**config.mk**
```make
export PLATFORM = sky130hd
export DESIGN_NAME = pipe_stage_buf
export DESIGN_NICKNAME = d
export VERILOG_FILES = /design/src/rtl/pipe_stage_buf.sv
export SDC_FILE = /design/constraint.sdc
export NUM_CORES = 1
export LEC_CHECK = 0
export ABC_AREA = 1
export CORE_UTILIZATION = 49
export CTS_CLUSTER_DIAMETER = 150
export DETAILED_ROUTE_END_ITERATION = 6
export GPL_ROUTABILITY_DRIVEN = 0
export GPL_TIMING_DRIVEN = 0
export PLACE_DENSITY_LB_ADDON = 0.08
export SYNTH_ARGS = -nofsm -noshare
export SYNTH_HDL_FRONTEND = slang
export SYNTH_SLANG_ARGS = --single-unit
```
**constraint.sdc**
```tcl
create_clock -name CLOCK -period 1.2 [get_ports CLOCK]
set_input_delay 0.24 -clock CLOCK [delete_from_list [all_inputs] [get_ports CLOCK]]
set_output_delay 0.24 -clock CLOCK [all_outputs]
set_load 0.02 [all_outputs]
```
**src/rtl/pipe_stage_buf.sv**
```systemverilog
// Pipeline-stage register with valid/ready handshake, synchronous flush and an optional
// two-entry skid buffer (main register M drives the outputs, skid register S absorbs one extra beat).
module pipe_stage_buf #(
    parameter int DATA_W    = 16,
    parameter int CTRL_W    = 4,
    parameter int SKID      = 1,
    parameter int FLUSH_CLR = 1
) (
    input  logic              CLOCK,
    input  logic              CLEAR,
    input  logic              flush,
    input  logic              in_valid,
    output logic              in_ready,
    input  logic [DATA_W-1:0] in_data,
    input  logic [CTRL_W-1:0] in_ctrl,
    output logic              out_valid,
    input  logic              out_ready,
    output logic [DATA_W-1:0] out_data,
    output logic [CTRL_W-1:0] out_ctrl,
    output logic [1:0]        occupancy
);

    localparam int PW = DATA_W + CTRL_W;

    logic          r_mValid;
    logic          r_sValid;
    logic [PW-1:0] r_mPayload;
    logic [PW-1:0] r_sPayload;

    logic          w_mValidNext;
    logic          w_sValidNext;
    logic [PW-1:0] w_mPayloadNext;
    logic [PW-1:0] w_sPayloadNext;
    logic          w_accept;
    logic          w_emit;

    assign w_accept = in_valid & in_ready;
    assign w_emit   = r_mValid & out_ready;

    // Skid mode: ready is a pure register output, so S must take the beat that was already in flight.
    generate
        if (SKID != 0) begin : g_skidReady
            assign in_ready = ~r_sValid;
        end else begin : g_singleReady
            assign in_ready = ~r_mValid | out_ready;
        end
    endgenerate

    always_comb begin
        w_mValidNext   = r_mValid;
        w_sValidNext   = r_sValid;
        w_mPayloadNext = r_mPayload;
        w_sPayloadNext = r_sPayload;
        if (flush) begin
            w_mValidNext = 1'b0;
            w_sValidNext = 1'b0;
            if (FLUSH_CLR != 0) begin
                w_mPayloadNext = '0;
                w_sPayloadNext = '0;
            end
        end else if ((SKID != 0) && w_emit && r_sValid) begin
            // in_ready is low while S is full, so no new beat can arrive in this branch.
            w_mPayloadNext = r_sPayload;
            w_sValidNext   = 1'b0;
        end else if (w_accept && (!r_mValid || w_emit)) begin
            w_mValidNext   = 1'b1;
            w_mPayloadNext = {in_ctrl, in_data};
        end else if ((SKID != 0) && w_accept) begin
            w_sValidNext   = 1'b1;
            w_sPayloadNext = {in_ctrl, in_data};
        end else if (w_emit) begin
            w_mValidNext = 1'b0;
        end
    end

    always_ff @(posedge CLOCK or negedge CLEAR) begin
        if (!CLEAR) begin
            r_mValid   <= 1'b0;
            r_sValid   <= 1'b0;
            r_mPayload <= '0;
            r_sPayload <= '0;
        end else begin
            r_mValid   <= w_mValidNext;
            r_sValid   <= w_sValidNext;
            r_mPayload <= w_mPayloadNext;
            r_sPayload <= w_sPayloadNext;
        end
    end

    // S is only ever filled while M is full, so the two valid bits sum without overflow.
    assign occupancy = {r_mValid & r_sValid, r_mValid ^ r_sValid};
    assign out_valid = r_mValid;
    assign out_data  = r_mPayload[DATA_W-1:0];
    assign out_ctrl  = r_mPayload[PW-1:DATA_W];

endmodule

```
==> results.cfg <==
[outcome]
outcome = finished, violations left
failed_checks = negative setup slack

[clock_network]
clk_root_buffer_cell = clkbuf_8
htree_levels = 2
clk_latency_ps = 310
numCtsBuffers = 5
cts_tree = yes
clk_path_buf_depth = 2
clk_pin_slew_worst_paths_ps = 80
clock-sinks = 42

[worst_setup_path]
cp_max_fo = 8
critPathBufInv = 2
r2r-start = r_sValid
worstPathCellList = buf_6, nor2_4, nand3_4, buf_4, nand3_1, o21ai_1
worst_setup_path_end_kind = flop
cp_slowest_stage_delay_ps = 450
critical_path.top_delay_family = flip-flops
crit_type = flop to flop
worstPathArrival_ps = 1570
worst_path_max_delay_cell = dfrtp_2
rr_worst_depth = 6
cp-start-kind = flop
r2r_slack_ps = -180
rr_endpoint = r_sPayload[14]
critPathRequiredTime_ps = 1390

[layout]
antenna_cells = 0
nets = 335
fillers = 243
synthToLayoutAreaGrowth_pct = 54.6
drive_above_1_share_pct = 41.9
regArea_um2 = 1050
multiInputGateArea_um2 = 1100

[die]
ios = 49
die_height_um = 65.4
die_w_um = 65.4
core_area_um2 = 3740
rows = 22
start_util_pct = 52.5
dieArea_um2 = 4270

[global_routing]
antenna_found_initial = 0
met3_usage_pct = 5.56
grt_pass1_vias = 1734
grt_pass1_wl_mm = 8.47
grt-busiest-layer = met1
grt_max_degree = 29
grt_usage_pct = 26.6
gr-total-overflow = 0
met2_usage_pct = 38.3
grtUsageMet1_pct = 39.6

[timing]
finalClockSkew_ps = 6.92
worst_slew_pin_slew_ps = 349
finalHoldViolations = 0
post-route-min-period_ps = 1380
fin_ws_ps = -175
slew_headroom_pct = 76.7
fmax_mhz = 727
setup_viol = 45
grt_setup_unrepaired = yes
min_period_over_period_pct = 115
slew_violations = 0
fin_setup_tns_ps = -5120

[routing]
drcViolationCount = 0
wirelength_mm = 6.13
postRouteAntennaNets = 0
num_vias = 2081
wire_per_inst_um = 17.1
drt-pass1-iter-count = 4
initialDrtViolationCount = 164
routed_via_density = 5.81

[synthesis]
yosysWarnings = 0
post-synth-top-area-fraction_pct = 53.4
avgSynthCellArea_um2 = 8.20
synth_top_cell_by_area = dfrtp_1
yosys.cell_types.count = 15
synth_area_um2 = 1970
yosysSeqAreaShare_pct = 53.4
syn_inst = 240
ys_seq_elements = 42
synth_nets = 266
synth.area.top_cells = dfrtp_1 53%, nand3_1 21%, nand2_1 12%, buf_2 3.1%, o21ai_1 3.1%

[placed_design]
dp_hpwl_mm = 3.35
io_buffer_count = 48
dpl_worst_slack_ps = -433

[power]
total_power_w = 0.00339
power_density_nw_per_um2 = 1110
peakVddDrop_mv = 0.835
p_leak_nw = 1.45

[worst_hold_path]
hp-class = input pin to asynchronous set/reset pin

[run]
max_cap_violations = 0
sequential cells by signal, indices dropped and copies added, names as in the netlist:
| register | cells |
|---|---|
| out_valid | 1 |
| r_mPayload | 20 |
| r_sPayload | 20 |
| r_sValid | 1 |
timing repair:
action / 4_1_cts / 5_1_grt
hold buffers: 1 / 0
pin swaps: 2 / 36
setup buffers: 2 / 3
gates resized for setup: 110 / 114
endpoints found under the hold margin: 14 / 0
endpoints found under the setup margin: 64 / 64
gates cloned: 2 / 5
synth_stat cells:
library cell,instances
nor2_1,2
nand2_1,65
inv_1,3
ha_1,1
o211ai_1,1
nand3_1,82
a21oi_1,1
o21ai_1,12
dfrtp_1,42
buf_2,12
o21ai_0,9
clkbuf_1,2
buf_4,4
buf_1,2
inv_2,2
report_power, final:
part	switching, W	internal (W)	total (W)
logic	0.000417	0.000283	0.000700
registers	0.0000520	0.00150	0.00155
clock network	0.000520	0.000621	0.00114
layer usage:
layer / vias to the layer above / wire length (µm)
met5: - / 0
li1: 953 / -
met1: 1003 / 2580
met2: 116 / 2910
met4: 0 / 85
met3: 9 / 559
worst max path at each step:
stage	start	endpoint	slack, ps	cells past startpoint
CTS	out_valid	occupancy[0]	-150	2
global route	out_valid	r_mPayload[7]	-220	8
global placement	CLEAR	r_sPayload[13]	-1170	1
floorplan	out_valid	r_mPayload[0]	10	7
finish	r_sValid	r_sPayload[14]	-180	6
detailed placement	flush	r_mPayload[0]	-430	7
logic make-up after synthesis:
group,count (synthesis),share of synthesized area (%)
flip-flops,42,53.4
adder cells (fa/ha/maj),1,0.636
AND/OR/NAND/NOR,149,33.7
AO/OA/AOI/OAI,23,5.98
buffers and inverters,25,6.30
cells in the final DEF, fill, tap and decap left out, drive strengths merged:
| cell type | count |
|---|---|
| clkbuf | 11 |
| o211ai | 1 |
| nand2 | 65 |
| a21oi | 1 |
| clkinvlp | 1 |
| dfrtp | 42 |
| dlygate4sd2 | 1 |
| o21ai | 21 |
| ha | 1 |
| inv | 5 |
| buf | 52 |
| nand3 | 82 |
| clkdlybuf4s50 | 22 |
| bufinv | 1 |
| dlymetal6s2s | 1 |
| nor2 | 2 |
| dlygate4sd3 | 1 |
layout make-up:
| cell class | instances | area share, % |
|---|---|---|
| sequential | 42 | 34.7 |
| inverter | 5 | 0.864 |
| tap | 48 | 1.98 |
| buffer | 20 | 5.80 |
| clock inverter | 2 | 1.23 |
| timing repair buffer | 62 | 17.0 |
| clock buffer | 6 | 2.39 |
| multi-input combinational | 173 | 36.0 |
worst reg2reg max path, cell delays in order, from the launching register on:
cell	delay, ps
dfrtp_2	450
buf_6	150
nor2_4	140
nand3_4	160
buf_4	200
nand3_1	90
o21ai_1	80
per-stage QoR:
stage / instance area, µm² / utilization, % / std cells / hold slack [ps]
after floorplan: 1970 / - / 240 / -55.6
after detailed placement: 2520 / 67.4 / 337 / 162
final: 3040 / 81.2 / 358 / 359
after CTS: 2770 / 74.0 / 350 / 374
after global placement: 2510 / 67.0 / 336 / 490
after global routing: 3040 / 81.2 / 358 / 391
Note: power is estimated with default switching activity, not from simulation.
